--- src/rtl/load_use_scoreboard.sv ---
// load_use_scoreboard: load-use hazard detector for the in-order pipeline.
// A MEM_LAT-deep shift register remembers the destination of every in-flight
// load. An ID-stage instruction that reads one of those registers is held and
// a bubble is sent to EX until the load's data can be forwarded. A memory-busy
// freeze holds everything. A saturating counter tallies hazard-stall cycles.
module load_use_scoreboard #(
    parameter int REG_W   = 5,
    parameter int MEM_LAT = 1,
    parameter int CNT_W   = 16
) (
    input  logic               Clk,
    input  logic               Reset,
    input  logic               IssueValid_ID,
    input  logic               IsLoad_ID,
    input  logic [REG_W-1:0]   Rd_ID,
    input  logic [REG_W-1:0]   Rs_ID,
    input  logic [REG_W-1:0]   Rt_ID,
    input  logic               UsesRs_ID,
    input  logic               UsesRt_ID,
    input  logic               MemBusy,
    output logic               Stall,
    output logic               Bubble_EX,
    output logic [MEM_LAT-1:0] Pending,
    output logic [CNT_W-1:0]   StallCount
);

    localparam logic [CNT_W-1:0] CNT_MAX = {CNT_W{1'b1}};
    localparam logic [CNT_W-1:0] CNT_ONE = {{(CNT_W-1){1'b0}}, 1'b1};

    // Slot 0 is the youngest load; slot MEM_LAT-1 is the oldest still pending.
    logic [MEM_LAT-1:0] slot_valid;
    logic [REG_W-1:0]   slot_dest [MEM_LAT];
    logic [CNT_W-1:0]   stall_count;

    logic               any_match;
    logic               hazard;
    logic               issue;
    logic               push_valid;
    logic [REG_W-1:0]   push_dest;

    // Compare both ID sources against every live slot; register 0 never matches.
    always_comb begin
        // NOTE: the flag gets its default before the loop so no latch is inferred.
        any_match = 1'b0;
        for (int k = 0; k < MEM_LAT; k++) begin
            if (slot_valid[k] && (slot_dest[k] != '0) &&
                ((UsesRs_ID && (Rs_ID == slot_dest[k])) ||
                 (UsesRt_ID && (Rt_ID == slot_dest[k])))) begin
                any_match = 1'b1;
            end
        end
    end

    // Decode stall, bubble and issue, and form the entry entering slot 0.
    always_comb begin
        hazard     = IssueValid_ID & any_match;
        Stall      = ~Reset | MemBusy | hazard;
        Bubble_EX  = Reset & ~MemBusy & hazard;
        issue      = Reset & ~MemBusy & ~hazard & IssueValid_ID;
        push_valid = issue & IsLoad_ID & (Rd_ID != '0);
        push_dest  = push_valid ? Rd_ID : '0;
    end

    // Scoreboard shift: reset clears, MemBusy freezes, otherwise age by one slot.
    always_ff @(posedge Clk) begin
        if (!Reset) begin
            // NOTE: dest fields are cleared with the valid bits so the slot array
            // is fully defined after reset, not just the bits that gate hazards.
            slot_valid <= '0;
            for (int k = 0; k < MEM_LAT; k++) begin
                slot_dest[k] <= '0;
            end
        end else if (!MemBusy) begin
            // NOTE: non-blocking assignments make every slot take its neighbour's
            // pre-edge value, giving a true one-step shift.
            for (int k = MEM_LAT - 1; k >= 1; k--) begin
                slot_valid[k] <= slot_valid[k-1];
                slot_dest[k]  <= slot_dest[k-1];
            end
            slot_valid[0] <= push_valid;
            slot_dest[0]  <= push_dest;
        end
    end

    // Saturating count of hazard-stall cycles, frozen while memory is busy.
    always_ff @(posedge Clk) begin
        if (!Reset) begin
            stall_count <= '0;
        end else if (!MemBusy && hazard && (stall_count != CNT_MAX)) begin
            stall_count <= stall_count + CNT_ONE;
        end
    end

    assign Pending    = slot_valid;
    assign StallCount = stall_count;

endmodule

--- config.mk ---
export PLATFORM = sky130hd
export DESIGN_NAME = load_use_scoreboard
export DESIGN_NICKNAME = d
export VERILOG_FILES = /design/src/rtl/load_use_scoreboard.sv
export SDC_FILE = /design/constraint.sdc
export NUM_CORES = 1
export LEC_CHECK = 0
export ABC_AREA = 1
export BUFFER_PORTS_ARGS = -buffer_cell sky130_fd_sc_hd__clkbuf_2
export CAP_MARGIN = 20
export CORE_MARGIN = 3
export CORE_UTILIZATION = 40
export CTS_CLUSTER_SIZE = 30
export DETAILED_ROUTE_END_ITERATION = 10
export SLEW_MARGIN = 10
export SYNTH_ARGS = -nofsm -noshare
export SYNTH_HDL_FRONTEND = slang
export SYNTH_SLANG_ARGS = --single-unit
--- constraint.sdc ---
create_clock -name Clk -period 4.2 [get_ports Clk]
set_input_delay 0.84 -clock Clk [delete_from_list [all_inputs] [get_ports Clk]]
set_output_delay 0.84 -clock Clk [all_outputs]
set_load 0.005 [all_outputs]
; Yosys cells after proc, flatten, opt, wreduce, memory -nomap -nowiden
; Memories as Yosys holds them, arrays and structs flattened.
; Cells that the tools add are included.
[word_totals]
ff_bits = 17
mem_bits_rw = 5
inputBits = 22
output_inout_bits = 19
word_cells = 38
memories = 1
[classes]
add_sub_neg = 1
eq_ne = 3
mux = 8
n_bitwise = 12
n_reduce_logical = 11
[mem_list]
columns = memory, depth, word_bits, read_ports, rd_clocked_by_memory_dff, wr, line_no
row1 = slot_dest, 1, 5, 1, 0, 1, 32  ; logic [REG_W-1:0] slot_dest [MEM_LAT];
[op_table]
columns = operator, n
row1 = $add 16x1->16 const B, 1
row2 = $ne 16x16->1 const B, 1
row3 = $eq 5x5->1, 2
row4 = $mux 5, 2
row5 = $reduce_bool 5->1, 2
row6 = $and 1x1->1, 7
row7 = $logic_and 1x1->1, 6
row8 = $mux 1, 6
row9 = $reduce_or 5->1, 1
row10 = $not 1->1, 3
row11 = $or 1x1->1, 2
row12 = $logic_not 1->1, 1
row13 = $logic_or 1x1->1, 1

; Logic depth before layout (Yosys ltp)
[depth]
ltp_word = 13
ltp_mapped = 12
ltp_nobuf = 12

; Least setup slack after synthesis
; Ideal clock, no wire load.
[synth_path]
path_type = input to output
start = input port Rt_ID[1]
end = output port Bubble_EX
arrival_time_ns = 1.419
t_required_ns = 3.360
setup_slack_ns = 1.941
stages = 8
path_buffers = 0
path_cell_list = inv_1 -> nand2_1 -> nand2_1 -> nor2_1 -> nand3_1 -> nand2_2 -> nand3_2 -> nor2_1
[synth_via]
elab_chain_cells = 7
[synth_rtl]
columns = item, line_no
row1 = start: declaration, 17  ; input logic [REG_W-1:0] Rt_ID,
row2 = $eq 5x5->1, 48  ; (UsesRt_ID && (Rt_ID == slot_dest[k])))) begin
row3 = $logic_and 1x1->1, 48
row4 = $logic_or 1x1->1, 47  ; ((UsesRs_ID && (Rs_ID == slot_dest[k])) ||
row5 = $logic_and 1x1->1, 46  ; if (slot_valid[k] && (slot_dest[k] != '0) &&
row6 = $mux 1, 46
row7 = $and 1x1->1, 56  ; hazard = IssueValid_ID & any_match;
row8 = $and 1x1->1, 58  ; Bubble_EX = Reset & ~MemBusy & hazard;
row9 = end: declaration, 22  ; output logic Bubble_EX,
; Every way passes these cells.

; Worst setup path in the final report
[layout_path]
start = input port Rt_ID[3]
end = output port Bubble_EX
; The elaborated chain is that of the path after synthesis.

==> out/metrics.cfg <==
[worst_hold_path]
hold_path_class=register to register

[clock_tree]
cts_made_buffers=3
cts_tree=yes
cts_buffer_depth=2
cts.hold.buffers_added=0
post-cts-setup-buffer-count=0
htreeDepth=1
clock_latency_ns=0.31
ctsRootBufferMaster=clkbuf_4
clk_pin_slew_ns=0.13
cts_resized=0
cts.sinks=22

[setup_path]
crit_path_start_kind=primary input
critPathSlowestCell=nor2_1
cp_max_fo=4
crit_arrival_ns=1.72
path_delay_family=simple AND/OR/NAND/NOR gates
crit_type=primary input to output port
critPathBufInv=3
path_cells=clkbuf_2 > inv_1 > nand2_1 > nand2_1 > nor2_1 > nand3_1 > nand2_2 > nand3_2 > nor2_1 > clkbuf_2
cp_data_required_time_ns=3.36
crit_path_max_incr_delay_ns=0.13
end_kind=output port

[final_layout]
fin_util_pct=51.72
mostFrequentLayoutCells=61 x nand2_1, 48 x nor2_1, 40 x clkbuf_2
final_common_cell=nand2_1
areaGrowthSynthToFinish_pct=21.29
drive_above_1_share_pct=20.31
n_antenna_cell=0
nets=280

[global_routing]
grt_util_all_layers_pct=14.83
overflow=0
grt_pass1_wl_um=4912
antenna_found_initial=0
grt_pass1_vias=1149
grt_start_max_net_pins=17

[synthesis]
ys_ff_latch=22
syn_area_um2=1334
syn_area_per_cell_um2=6.204
netlist_instances=215
ys_types=22
synth_seq_area_share_pct=36.77
syn-num-nets=238
yosysWarnings=0

[pwr]
p_leak_nw=0.8189
cellPowerDensity_nw_per_um2=264.8
ir_drop_v=0.0002080
finalPower_mw=0.4283

[job]
drv_cap=0

[die]
die_x_um=63.75
die_y_um=63.75
core_um2=3128
initial_core_util_pct=42.64
io_pins=41
dieArea_um2=4063
row_count=20

[sta]
period_share_pct=61.01
slew_headroom_pct=68.64
setup_tns_ns=0
finClkSkew_ns=0.001981
worst_pin_slew_ns=0.4690
final-setup-viol-count=0
hold_violations=0
maxSlewViolCount=0
rsz0062_at_grt=no
max_freq_mhz=390.3
fin_crit_ns=2.562

[routing]
wl_um=2874
drtIter0Drc=73
final_antenna_net_count=0
firstDrtPassIters=4
dr_total_vias=1326
routedWlPerCell_um=9.580
via_per_inst=4.420
route.detailed.drc=0

[status]
status=finished clean

[placement]
io_buffers=40
hpwl_um=2258
gp_congestion=0.7950

-- synthesized netlist by cell type, drive strengths merged --
master | n | area (µm²)
a21oi | 10 | 50.05
nand2 | 63 | 241.5
xor2 | 1 | 8.760
edfxtp | 5 | 150.1
inv | 37 | 138.9
o21ai | 4 | 20.02
buf | 3 | 23.77
nor3 | 1 | 10.01
dfxtp | 17 | 340.3
o211ai | 1 | 7.510
ha | 1 | 12.51
nand3 | 14 | 75.07
nand4 | 5 | 31.28
o21bai | 2 | 15.01
nor2 | 51 | 209.0
-- path summary, 6_finish.rpt --
| kind | from | end | slack (ns) | cells after the start |
|---|---|---|---|---|
| worst max register to register | StallCount[0] | StallCount[8] | 2.29 | 11 |
| worst min-delay path | Pending | Pending | 0.49 | 2 |
| worst min register to register | Pending | Pending | 0.49 | 2 |
| worst max-delay path | Rt_ID[3] | Bubble_EX | 1.64 | 10 |
-- report_power, final --
part,switching [mW],internal [mW]
registers,0.00352,0.220
logic,0.0235,0.0172
clock network,0.0679,0.0964
total,0.0949,0.333
-- kinds of logic (layout without fill, tap and decap cells) --
logic type / count (synthesis) / count (layout) / synth area share [%]
buf+inv: 40 / 81 / 12.19
flops: 22 / 22 / 36.77
compound gates: 17 / 17 / 6.942
fa+ha+maj: 1 / 1 / 0.9379
xor+xnor: 1 / 1 / 0.6568
simple gates: 134 / 134 / 42.50
-- layer usage --
metal | wire length (µm) | vias up | track usage [%]
met4 | 17 | 0 | 3.235
met5 | 0 | - | 0
met3 | 125 | 2 | 3.691
met2 | 1259 | 25 | 23.08
met1 | 1472 | 556 | 20.72
li1 | - | 743 | -
-- cell type report --
type	instances	area [µm²]
clock buffer	3	22.52
clock inverter	1	30.03
fill	335	1510
inverter	37	138.9
multi-input combinational	153	680.7
sequential	22	490.5
tap	44	55.05
timing repair buffer	40	200.2
-- sequential cells by signal, summed over array words and instances (netlist names) --
| signal | cells |
|---|---|
| StallCount | 16 |
| Pending | 1 |
| slot_dest | 5 |
-- worst register-to-register path, cell delays in order (launching register included) --
cell	delay, ns
dfxtp_1	0.37
ha_1	0.23
nand2_1	0.09
nor2_1	0.04
nand2_1	0.07
nor2_1	0.07
nand3_1	0.09
nand4_1	0.40
nor2_1	0.28
nand2_1	0.08
nand2_1	0.06
nor2_1	0.04
-- metrics by stage --
stage | instance area (µm²) | instances | hold slack, ns | worst slack (ns)
after floorplan | 1334 | 215 | 0.4636 | 1.941
after detailed placement | 1565 | 296 | 0.4780 | 1.640
final | 1618 | 300 | 0.4916 | 1.638
after CTS | 1618 | 300 | 0.4978 | 1.637
after global placement | 1565 | 296 | 0.4863 | 1.678
after global routing | 1618 | 300 | 0.5271 | 1.502
Power figures use the tool's default switching activity.
